==> src/rtl/morse_key_timer_if.sv <==
// Symbol handshake between the Morse key timer (master) and its consumer (slave).
interface morse_key_timer_if;
  logic       sym_valid;
  logic       sym_ready;
  logic [1:0] sym_code;

  modport master (output sym_valid, output sym_code, input sym_ready);
  modport slave  (input sym_valid, input sym_code, output sym_ready);
endinterface

==> src/rtl/morse_key_timer.sv <==
// Morse key timer: measures key marks/spaces in unit ticks and emits dot/dash/gap symbols.
// Optional macro MORSE_GLITCH_FILTER_EN drops marks shorter than one unit.
module morse_key_timer #(
  parameter int unsigned DIV        = 10,
  parameter int unsigned DASH_UNITS = 2,
  parameter int unsigned LETTER_GAP = 3,
  parameter int unsigned WORD_GAP   = 7,
  parameter int unsigned CNT_W      = 16
) (
  input  logic               in_clk,
  input  logic               rst,
  input  logic               en,
  input  logic               key_in,
  morse_key_timer_if.master  sym_if,
  output logic               tick,
  output logic               busy,
  output logic               overflow
);

  localparam int unsigned PRE_W = 16;
  localparam logic [1:0] CODE_DOT    = 2'd0;
  localparam logic [1:0] CODE_DASH   = 2'd1;
  localparam logic [1:0] CODE_LETTER = 2'd2;
  localparam logic [1:0] CODE_WORD   = 2'd3;

  typedef enum logic [1:0] {ST_IDLE, ST_MARK, ST_SPACE} state_t;

  state_t             state_q, state_d;
  logic               key_q;
  logic [PRE_W-1:0]   presc_q, presc_d;
  logic [CNT_W-1:0]   units_q, units_d;
  logic               valid_q, valid_d;
  logic [1:0]         code_q, code_d;
  logic               busy_q, busy_d;
  logic               ovf_q, ovf_d;

  logic               rise_c, fall_c, tick_c, emit_c, accept_c, glitch_c;
  logic [1:0]         emit_code_c;

  // State register
  always_ff @(posedge in_clk or negedge rst) begin
    if (!rst) begin
      state_q <= ST_IDLE;
      key_q   <= 1'b0;
      presc_q <= '0;
      units_q <= '0;
      valid_q <= 1'b0;
      code_q  <= 2'd0;
      busy_q  <= 1'b0;
      ovf_q   <= 1'b0;
    end else begin
      state_q <= state_d;
      key_q   <= key_in;
      presc_q <= presc_d;
      units_q <= units_d;
      valid_q <= valid_d;
      code_q  <= code_d;
      busy_q  <= busy_d;
      ovf_q   <= ovf_d;
    end
  end

  // Timing, classification and next-state
  always_comb begin
    state_d     = state_q;
    presc_d     = presc_q;
    units_d     = units_q;
    emit_c      = 1'b0;
    emit_code_c = CODE_DOT;
    rise_c      = key_in & ~key_q;
    fall_c      = ~key_in & key_q;
    tick_c      = en && (state_q != ST_IDLE) && (presc_q == PRE_W'(DIV - 1));
`ifdef MORSE_GLITCH_FILTER_EN
    glitch_c    = (units_q == '0);
`else
    glitch_c    = 1'b0;
`endif

    if (!en) begin
      state_d = ST_IDLE;
      presc_d = '0;
      units_d = '0;
    end else begin
      if (state_q != ST_IDLE) begin
        presc_d = tick_c ? '0 : presc_q + PRE_W'(1);
        if (tick_c && (units_q != {CNT_W{1'b1}})) units_d = units_q + CNT_W'(1);
      end

      case (state_q)
        ST_IDLE: begin
          if (rise_c) state_d = ST_MARK;
        end
        ST_MARK: begin
          if (fall_c) begin
            if (glitch_c) begin
              state_d = ST_IDLE;
            end else begin
              emit_c      = 1'b1;
              emit_code_c = (units_q < CNT_W'(DASH_UNITS)) ? CODE_DOT : CODE_DASH;
              state_d     = ST_SPACE;
            end
          end
        end
        ST_SPACE: begin
          if (rise_c) begin
            state_d = ST_MARK;
          end else if (tick_c) begin
            // Gap boundaries are hit on the tick that moves units onto the threshold
            if (units_q == CNT_W'(WORD_GAP - 1)) begin
              emit_c      = 1'b1;
              emit_code_c = CODE_WORD;
              state_d     = ST_IDLE;
            end else if (units_q == CNT_W'(LETTER_GAP - 1)) begin
              emit_c      = 1'b1;
              emit_code_c = CODE_LETTER;
            end
          end
        end
        default: state_d = ST_IDLE;
      endcase

      if (rise_c || fall_c || (state_d == ST_IDLE)) begin
        presc_d = '0;
        units_d = '0;
      end
    end
  end

  // One-entry output buffer with sticky overflow
  always_comb begin
    valid_d  = valid_q;
    code_d   = code_q;
    ovf_d    = ovf_q;
    accept_c = valid_q & sym_if.sym_ready;
    if (accept_c) valid_d = 1'b0;
    if (emit_c) begin
      if (!valid_q || accept_c) begin
        valid_d = 1'b1;
        code_d  = emit_code_c;
      end else begin
        ovf_d = 1'b1;
      end
    end
    busy_d = (state_d != ST_IDLE);
  end

  assign sym_if.sym_valid = valid_q;
  assign sym_if.sym_code  = code_q;
  assign tick             = tick_c;
  assign busy             = busy_q;
  assign overflow         = ovf_q;

endmodule

==> src/flat_wrapper.sv <==
// flat-port wrapper written by rule: the top's interface ports become plain ports
module morse_key_timer_flat 
#(
  parameter int unsigned DIV        = 10,
  parameter int unsigned DASH_UNITS = 2,
  parameter int unsigned LETTER_GAP = 3,
  parameter int unsigned WORD_GAP   = 7,
  parameter int unsigned CNT_W      = 16
)
  (in_clk, rst, en, key_in, tick, busy, overflow, sym_if_sym_valid, sym_if_sym_code, sym_if_sym_ready);
  morse_key_timer_if sym_if_i ();
  input  logic in_clk;
  input  logic rst;
  input  logic en;
  input  logic key_in;
  output logic tick;
  output logic busy;
  output logic overflow;
  output wire logic [$bits(sym_if_i.sym_valid)-1:0] sym_if_sym_valid;
  output wire logic [$bits(sym_if_i.sym_code)-1:0] sym_if_sym_code;
  input wire logic [$bits(sym_if_i.sym_ready)-1:0] sym_if_sym_ready;
  assign sym_if_sym_valid = sym_if_i.sym_valid;
  assign sym_if_sym_code = sym_if_i.sym_code;
  assign sym_if_i.sym_ready = sym_if_sym_ready;
  morse_key_timer #(.DIV(DIV), .DASH_UNITS(DASH_UNITS), .LETTER_GAP(LETTER_GAP), .WORD_GAP(WORD_GAP), .CNT_W(CNT_W)) u_core (.in_clk(in_clk), .rst(rst), .en(en), .key_in(key_in), .sym_if(sym_if_i), .tick(tick), .busy(busy), .overflow(overflow));
endmodule
==> config.mk <==
export PLATFORM = sky130hd
export DESIGN_NAME = morse_key_timer_flat
export DESIGN_NICKNAME = d
export VERILOG_FILES = /design/src/rtl/morse_key_timer_if.sv /design/src/rtl/morse_key_timer.sv /design/src/flat_wrapper.sv
export SDC_FILE = /design/constraint.sdc
export NUM_CORES = 1
export LEC_CHECK = 0
export CAP_MARGIN = 20
export CORE_UTILIZATION = 45
export DETAILED_ROUTE_END_ITERATION = 12
export REMOVE_ABC_BUFFERS = 1
export SLEW_MARGIN = 20
export SYNTH_ARGS = -nofsm -noshare
export SYNTH_HDL_FRONTEND = slang
export SYNTH_SLANG_ARGS = --single-unit
==> constraint.sdc <==
create_clock -name in_clk -period 3.2 [get_ports in_clk]
set_input_delay 0.48 -clock in_clk [delete_from_list [all_inputs] [get_ports in_clk]]
set_output_delay 0.48 -clock in_clk [all_outputs]
set_load 0.02 [all_outputs]
Yosys cells after proc, flatten, opt, wreduce, memory -nomap -nowiden
Cells that the tools add are included.
{"block": "word_totals", "elab_cells": 73, "out_inout_bits": 6, "reg_bits": 40, "n_memories": 0, "ram_bits": 0, "latchBits": 0, "in_bits": 5, "romBits": 0}
{"block": "classes", "div": 0, "n_mul": 0, "shift": 0, "reduce_logical": 14, "n_mux": 34, "eq_ne": 8, "n_lt_le_gt_ge": 1, "n_bitwise": 6, "add_sub_neg": 2}
{"cell": "2-to-1 mux 16 bit", "n": 8}
{"cell": "adder 16 x 1 -> 16 bit (second input constant)", "n": 2}
{"cell": "2-to-1 mux 2 bit", "n": 13}
{"cell": "== test 16 x 2 -> 1 bit (second input constant)", "n": 1}
{"cell": "== test 16 x 3 -> 1 bit (second input constant)", "n": 1}
{"cell": "== test 16 x 4 -> 1 bit (second input constant)", "n": 1}
{"cell": "< comparator 16 x 2 -> 1 bit (second input constant)", "n": 1}
{"cell": "inequality test 16 bit (second input constant)", "n": 1}
{"cell": "2-to-1 mux 1 bit", "n": 10}
{"cell": "inequality test 3 x 1 -> 1 bit (second input constant)", "n": 2}
{"cell": "one-hot mux 2 bit (3 select lines)", "n": 1}
{"cell": "AND reduction 2 bit", "n": 3}
{"cell": "logical NOT 2 bit", "n": 2}
{"cell": "one-hot mux 2 bit (2 select lines)", "n": 1}
{"cell": "nonzero test 2 bit", "n": 2}
{"cell": "AND 1 bit", "n": 3}
{"cell": "logical AND 1 bit", "n": 3}
{"cell": "logical OR 1 bit", "n": 3}
{"cell": "NOT 1 bit", "n": 3}
{"cell": "== test 2 x 1 -> 1 bit (second input constant)", "n": 1}
{"cell": "== test 2 bit (second input constant)", "n": 1}
{"cell": "one-hot mux 1 bit (2 select lines)", "n": 1}
{"cell": "logical NOT 1 bit", "n": 1}

Logic depth before layout (Yosys ltp)
Gate-level depths: netlist of the first run.
{"block": "logic_depth", "ltp_word": 11, "depth_mapped": 9}

Worst setup path after synthesis of the first run
No wires, ideal clock.
{"block": "synth_timing", "path_kind": "register -> register", "start": "register u_core.state_q[0]", "end": "register u_core.units_q[10]", "setup_time_ns": 0.094, "t_required_ns": 3.106, "path_stages_with_launch": 9, "arrival_ns": 2.255, "synth_period_minus_slack_ns": 2.350, "setup_slack_ns": 0.850, "n_path_buf": 1, "path_cell_list": "dfrtp_1 > inv_1 > ha_1 > nor4b_4 > nand4_2 > or2_0 > buf_2 > or4_1 > a211oi_1"}
{"block": "synth_between", "elab_chain_len": 11, "word_cells_on_any_way": 21}
{"item": "from (decl)", "line": "morse_key_timer.sv:28", "source": "state_t state_q, state_d;"}
{"item": "from (signal assigned)", "line": "morse_key_timer.sv:52", "source": "state_q <= state_d;"}
{"item": "nonzero test 2 bit", "line": "morse_key_timer.sv:72, morse_key_timer.sv:84"}
{"item": "logical AND 1 bit (2 in series)", "line": "morse_key_timer.sv:72", "source": "tick_c = en && (state_q != ST_IDLE) && (presc_q == PRE_W'(DIV - 1));"}
{"item": "2-to-1 mux 2 bit", "line": "morse_key_timer.sv:107", "source": "end else if (tick_c) begin"}
{"item": "2-to-1 mux 2 bit", "line": "morse_key_timer.sv:105", "source": "if (rise_c) begin"}
{"item": "one-hot mux 2 bit (3 select lines)", "line": "morse_key_timer.sv:89", "source": "case (state_q)"}
{"item": "2-to-1 mux 2 bit", "line": "morse_key_timer.sv:79", "source": "if (!en) begin"}
{"item": "logical NOT 2 bit", "line": "morse_key_timer.sv:122", "source": "if (rise_c || fall_c || (state_d == ST_IDLE)) begin"}
{"item": "logical OR 1 bit", "line": "morse_key_timer.sv:122"}
{"item": "inequality test 3 x 1 -> 1 bit (no line) or 2-to-1 mux 16 bit (tied branches)"}
{"item": "AND reduction 2 bit (no line) or 2-to-1 mux 16 bit (tied branches)"}
{"item": "to (signal assigned)", "line": "morse_key_timer.sv:55", "source": "units_q <= units_d;"}
{"item": "to (decl)", "line": "morse_key_timer.sv:31", "source": "logic [CNT_W-1:0] units_q, units_d;"}
Several ways; a longest one is shown, not always the timed one. The select of a mux whose other input is x is not followed.
A chain may end at the register's enable or synchronous reset.

Worst setup path after layout of the first run
{"block": "layout_timing", "start": "register u_core.state_q[0]", "end": "output tick"}
{"block": "layout_between", "elab_chain_len": 3}
{"item": "nonzero test 2 bit", "line": "morse_key_timer.sv:72"}
{"item": "logical AND 1 bit (2 in series)", "line": "morse_key_timer.sv:72"}
{"item": "to (decl)", "line": "flat_wrapper.sv:16", "source": "output logic tick;"}
Every way passes these cells.

==> results of run 1 <==
## metal layers
layer	vias up	track usage, %
met5	-	0
met4	0	7.82
met3	10	2.91
met2	49	32.7
met1	974	31.4
li1	988	-
## worst register-to-register path: cells and delay by family, from the launching register on
kind	cells	cell delay (ps)
AND/OR/NAND/NOR	4	1520
flip-flops	1	440
AO/OA/AOI/OAI	1	250
adder cells (fa/ha/maj)	1	240
buffers and inverters	1	90
## cell families after synthesis
family	Yosys count	synth area share, %
xor gates and xnor gates	22	7.86
buffers and inverters	24	3.83
and+or+nand+nor	134	32.4
AOI/OAI and AO/OA	28	8.22
adders and majority gates	10	5.11
muxes	4	1.69
DFF	40	40.9
## synthesized netlist by cell type, drive strengths merged (5+ instances only)
cell | instances | share of area [%]
and4 | 6 | 2.1
clkbuf | 12 | 1.8
and2 | 5 | 1.3
nor3 | 32 | 6.5
inv | 9 | 1.4
nand2 | 17 | 2.6
nor2 | 9 | 1.4
dfrtp | 40 | 41
ha | 10 | 5.1
nand3 | 12 | 2.5
nor2b | 6 | 1.5
a211oi | 5 | 1.5
nand4 | 11 | 3.1
and3 | 5 | 1.3
xor2 | 10 | 3.6
nor4 | 13 | 3.6
xnor2 | 12 | 4.3
## through the flow
step / setup TNS [ps] / worst slack (ps) / power, mW
2_1_floorplan: -9420 / -323 / 0.545
3_3_place_gp: 0 / 461 / 0.576
3_5_place_dp: 0 / 467 / 0.576
4_1_cts: 0 / 264 / 1.02
5_1_grt: 0 / 179 / 1.06
6_report: 0 / 300 / 1.02
## worst min-delay path by stage
stage	start	end	slack, ps	cells after the start
2_1_floorplan	rst	u_core.busy	180	0
3_3_place_gp	u_core.overflow	u_core.overflow	460	1
3_5_place_dp	u_core.overflow	u_core.overflow	500	1
4_1_cts	rst	u_core.key_q	360	1
5_1_grt	rst	u_core.busy	400	1
6_report	rst	u_core.units_q[5]	320	1
## registers in the layout, indices dropped and copies added, names as in the netlist
register                 count
u_core.presc_q              16
u_core.units_q              16
u_core.state_q               2
u_core.sym_if.sym_code       2
u_core.busy                  1
u_core.key_q                 1
u_core.overflow              1
u_core.sym_if.sym_valid      1
## power by group through the flow
stage               Combinational, mW  Clock (mW)  Sequential [mW]
global route                   0.0629       0.484            0.510
finish                         0.0563       0.454            0.509
floorplan                      0.0244           0            0.520
detailed placement             0.0569           0            0.519
CTS                            0.0572       0.456            0.509
global placement               0.0562           0            0.519
## layout by cell type (no fill, tap or decap), drive strengths merged, types with 4 or more instances in the layout
| cell | synthesis | final |
|---|---|---|
| dfrtp | 40 | 40 |
| nor3 | 32 | 32 |
| nand2 | 17 | 17 |
| nor4 | 13 | 13 |
| nand3 | 12 | 12 |
| xnor2 | 12 | 12 |
| buf | 3 | 12 |
| nand4 | 11 | 11 |
| xor2 | 10 | 10 |
| ha | 10 | 10 |
| inv | 9 | 9 |
| nor2 | 9 | 9 |
| clkdlybuf4s50 | 0 | 9 |
| nor2b | 6 | 6 |
| and4 | 6 | 6 |
| clkbuf | 12 | 6 |
| and3 | 5 | 5 |
| and2 | 5 | 5 |
| a211oi | 5 | 5 |
| o21ai | 4 | 4 |
| nand2b | 4 | 4 |
| nor4b | 4 | 4 |
## final cells by class
cell class	instances	share of cell area, %
Multi-Input combinational cell	198	49.1
Sequential cell	40	35.8
Timing Repair Buffer	21	6.36
Tap cell	70	3.13
Clock buffer	6	2.96
Clock inverter	2	1.39
Inverter	9	1.21
==> results.ini, run 1 <==
[setup_path]
crit_chain = inv_1 -> ha_1 -> nor4b_4 -> nand2_1 -> nor3_1 -> clkdlybuf4s50_1
rr_endpoint = u_core.units_q[13]
slowest_stage = clkdlybuf4s50_1
cp.depth = 6
cp_max_fo = 6
r2r_cells = 7
critPathArrivalTime_ps = 2420
path_class = reg2out
crit_family = buffers and inverters
r2r_slack_ps = 580
r2r_start = u_core.state_q[0]
critPathCapture = tick
cp.required_ps = 2720
critPathLaunch = u_core.state_q[0]
crit_path_end_kind = primary output
crit_path_start_kind = flop
critPathBufInv = 2
critPathMaxStageDelay_ps = 650

[drt]
vias_per_cell = 5.84
routed_wl_um = 5650
routedLengthMet1_um = 2790
top_layer = met4
wl_per_cell_um = 16.3
wl_met2_um = 2570
drt_iter0_drc = 99
met3WireLength_um = 227
first_pass_iters = 4
postRouteAntennaNets = 0
vias = 2021
drc = 0

[cells_and_area]
utilization_pct = 54.0
drive_gt1_share_pct = 9.78
multi_input_area_mm2 = 0.00137
design_area_mm2 = 0.00279
register_area_mm2 = 0.00100
fin_nets = 290
area.growth.synth_to_final_pct = 14.0
n_antenna_cell = 0
fin_cells = 346
fill_cells = 452

[timing]
max_clock_freq_mhz = 345
fin_skew_ps = 13.8
fin_crit_ps = 2900
rsz0062_at_grt = no
slew_headroom_pct = 38.2
finalSetupViolations = 0
tightest_slew_ps = 927
period_share_pct = 90.6
holdWs_ps = 319
report.final.slew_viol_count = 0
finalHoldViolations = 0

[cts]
postCtsResizedCells = 0
cts_sinks = 40
insertion_delay_ps = 300
cts_setup_buffers = 0
cts_hold_buffers = 0
cts_inserted_buffers = 5
cts_tree = done
cts_max_level = 2
clkTransAtPathRegs_ps = 90
clk_path_buf_depth = 2
cts_root_buffer = clkbuf_8

[pwr]
p_leak_nw = 1.09
p_sw_mw = 0.236
pwr-share-clk_pct = 44.5
p_seq_share_pct = 50.0
p_int_mw = 0.783
peakVddDrop_mv = 0.237
switching_share_pct = 23.2
p_comb_share_pct = 5.5
powerDensity_mw_per_mm2 = 365

[logic_synthesis]
synth_area_mm2 = 0.00245
ys_seq_area_share_pct = 40.9
ys_warn_count = 0
synth_cell_types = 48
syn_inst = 262
synth-edff-count = 0
ys_ff_latch = 40
synth_flop_cell = dfrtp_1
postSynthAreaPerCell_um2 = 9.35
ys_async_sr_fraction_pct = 100

[hold_path]
hold_class = in2async

[grt]
grt_start_max_net_pins = 41
grt-ovfl-total = 0
grt_pass1_vias = 1861
grt_antenna_before_repair = 0
grt_usage_pct = 21.6
grt_pass1_wl_um = 9250

[die]
num_io_pins = 11
rows = 26
die_h_um = 75.8
core_mm2 = 0.00517
die_w_um = 75.8
fp.dieArea_mm2 = 0.00574
start_util_pct = 47.4

[placed_design]
portBuffers = 10
dp_cells = 338
hpwl_um = 3800
placed_area_mm2 = 0.00267
routabilityCongestion = 0.823

[flow_run]
drv_cap = 0

[status]
outcome = finished clean

(Power assumes the default switching activity.)
==> run 2, diff against run 1 <==
--- a/config.mk
+++ b/config.mk
@@ -6,8 +6,9 @@
 export NUM_CORES = 1
 export LEC_CHECK = 0
 export CAP_MARGIN = 20
-export CORE_UTILIZATION = 45
+export CORE_UTILIZATION = 55
 export DETAILED_ROUTE_END_ITERATION = 12
+export PLACE_DENSITY = 0.74
 export REMOVE_ABC_BUFFERS = 1
 export SLEW_MARGIN = 20
 export SYNTH_ARGS = -nofsm -noshare
==> results.ini, run 2 (synthesis gave the netlist of run 1 again) <==
[status]
outcome = finished clean  ; unchanged

[pwr]
powerDensity_mw_per_mm2 = 354  ; was 365 mW/mm^2
peakVddDrop_mv = 0.219  ; was 0.237 mV
p_leak_nw = 1.08  ; was 1.09 nW

[cts]
cts_max_level = 2  ; unchanged
cts_root_buffer = clkbuf_8  ; unchanged
insertion_delay_ps = 300  ; about the same
cts_setup_buffers = 0  ; unchanged
cts_hold_buffers = 0  ; unchanged
postCtsResizedCells = 0  ; unchanged
cts_sinks = 40  ; unchanged
clkTransAtPathRegs_ps = 80  ; was 90 ps
cts_tree = done  ; unchanged
cts_inserted_buffers = 5  ; unchanged
clk_path_buf_depth = 2  ; unchanged

[die]
core_mm2 = 0.00414  ; was 0.00517 mm^2
fp.dieArea_mm2 = 0.00473  ; was 0.00574 mm^2
die_w_um = 68.7  ; was 75.8 um
die_h_um = 68.7  ; was 75.8 um
rows = 23  ; was 26
num_io_pins = 11  ; unchanged
start_util_pct = 59.1  ; was 47.4%

[grt]
grt_start_max_net_pins = 41  ; unchanged
busiest_layer = met2  ; unchanged
met3_usage_pct = 5.76  ; was 2.91%
grt_antenna_before_repair = 0  ; unchanged
grt_usage_pct = 25.9  ; was 21.6%
met1_usage_pct = 33.6  ; was 31.4%
use_met2_pct = 42.9  ; was 32.7%
grt-ovfl-total = 0  ; unchanged
grt_pass1_vias = 2001  ; was 1,861
grt_pass1_wl_um = 8940  ; was 9250 um

[drt]
vias = 2000  ; was 2,021
first_pass_iters = 4  ; unchanged
wl_per_cell_um = 16.6  ; was 16.3 um
vias_per_cell = 6.15  ; was 5.84
postRouteAntennaNets = 0  ; unchanged
drc = 0  ; unchanged
drt_iter0_drc = 110  ; was 99
routed_wl_um = 5390  ; was 5650 um

[setup_path]
r2r_slack_ps = 530  ; was 580 ps
critPathArrivalTime_ps = 2420  ; about the same
r2r_start = u_core.state_q[0]  ; unchanged
crit_family = buffers and inverters  ; unchanged
crit_chain = inv_1 -> ha_1 -> nor4b_4 -> nand2_1 -> nor3_1 -> clkdlybuf4s50_1  ; unchanged
crit_path_end_kind = primary output  ; unchanged
path_class = reg2out  ; unchanged
r2r_cells = 7  ; unchanged
critPathBufInv = 2  ; unchanged
slowest_stage = clkdlybuf4s50_1  ; unchanged
cp.required_ps = 2720  ; about the same
cp_max_fo = 6  ; unchanged
rr_endpoint = u_core.units_q[4]  ; was u_core.units_q[13]
crit_path_start_kind = flop  ; unchanged
critPathMaxStageDelay_ps = 640  ; was 650 ps

[timing]
rsz0062_at_grt = no  ; unchanged
finalHoldViolations = 0  ; unchanged
fin_skew_ps = 11.2  ; was 13.8 ps
setup_slack_ps = 300  ; about the same
finalSetupViolations = 0  ; unchanged
max_clock_freq_mhz = 345  ; about the same
fin_crit_ps = 2900  ; about the same
report.final.slew_viol_count = 0  ; unchanged
tightest_slew_ps = 880  ; was 927 ps
setup-tns-final_ps = 0  ; unchanged
slew_headroom_pct = 41.3  ; was 38.2%
period_share_pct = 90.6  ; about the same
holdWs_ps = 293  ; was 319 ps

[cells_and_area]
drive_gt1_share_pct = 9.09  ; was 9.78%
utilization_pct = 66.3  ; was 54.0%
final_common_cell = dfrtp_1  ; unchanged
n_antenna_cell = 0  ; unchanged
top_regs = u_core.presc_q (16), u_core.units_q (16)  ; unchanged
design_area_mm2 = 0.00275  ; was 0.00279 mm^2
fin_nets = 289  ; was 290
area.growth.synth_to_final_pct = 12.2  ; was 14.0%
final_cell_mix = 40 x dfrtp_1, 32 x nor3_1, 17 x nand2_1  ; unchanged

[placed_design]
hpwl_um = 3670  ; was 3800 um
dp_slack_ps = 438  ; was 467 ps
routabilityCongestion = 0.831  ; was 0.823
portBuffers = 10  ; unchanged
placed_area_mm2 = 0.00264  ; was 0.00267 mm^2

[hold_path]
hold_class = in2async  ; unchanged

[flow_run]
drv_cap = 0  ; unchanged

==> run 2: changes by cell type in the layout (fill, tap and decap cells not counted) <==
| cell | before | now |
|---|---|---|
| clkinv_4 | 1 | 0 |
| clkbuf_1 | 0 | 1 |
| clkbuf_8 | 6 | 5 |
| buf_4 | 11 | 10 |
| clkinv_2 | 0 | 1 |
==> run 2: cell type report <==
class	count	area, um^2
clock buffer	6	72.6
clock inverter	2	35.0
fill	367	1400
inverter	9	33.8
multi-input combinational	198	1370
sequential	40	1000
tap	50	62.6
timing repair buffer	20	170
==> run 2: how the worst max path moves through the flow <==
stage	startpoint	to	slack (ps)	cells past startpoint
after global routing	u_core.state_q[0]	tick	190	6
final	u_core.state_q[0]	tick	300	6
after global placement	key_in	u_core.units_q[12]	500	8
after CTS	u_core.state_q[0]	tick	300	6
after detailed placement	key_in	u_core.units_q[13]	440	8
after floorplan	u_core.state_q[0]	u_core.presc_q[10]	-320	7
==> run 2: metal layers <==
| metal | share of wire (%) | up-vias |
|---|---|---|
| li1 | - | 980 |
| met1 | 47 | 965 |
| met2 | 47 | 50 |
| met3 | 4.7 | 5 |
| met4 | 0.93 | 0 |
| met5 | 0 | - |
==> run 2: where the power goes <==
group,switching [mW],leakage (nW),total [mW],internal (mW)
Clock,0.175,0.0552,0.407,0.231
Combinational,0.0350,0.467,0.0556,0.0206
Sequential,0.00209,0.556,0.510,0.508
Total,0.212,1.08,0.972,0.760
==> run 2: through the flow <==
stage	total power, mW	instances
2_1_floorplan	0.545	247
3_3_place_gp	0.575	317
3_5_place_dp	0.576	317
4_1_cts	0.978	325
5_1_grt	1.01	325
6_report	0.972	325
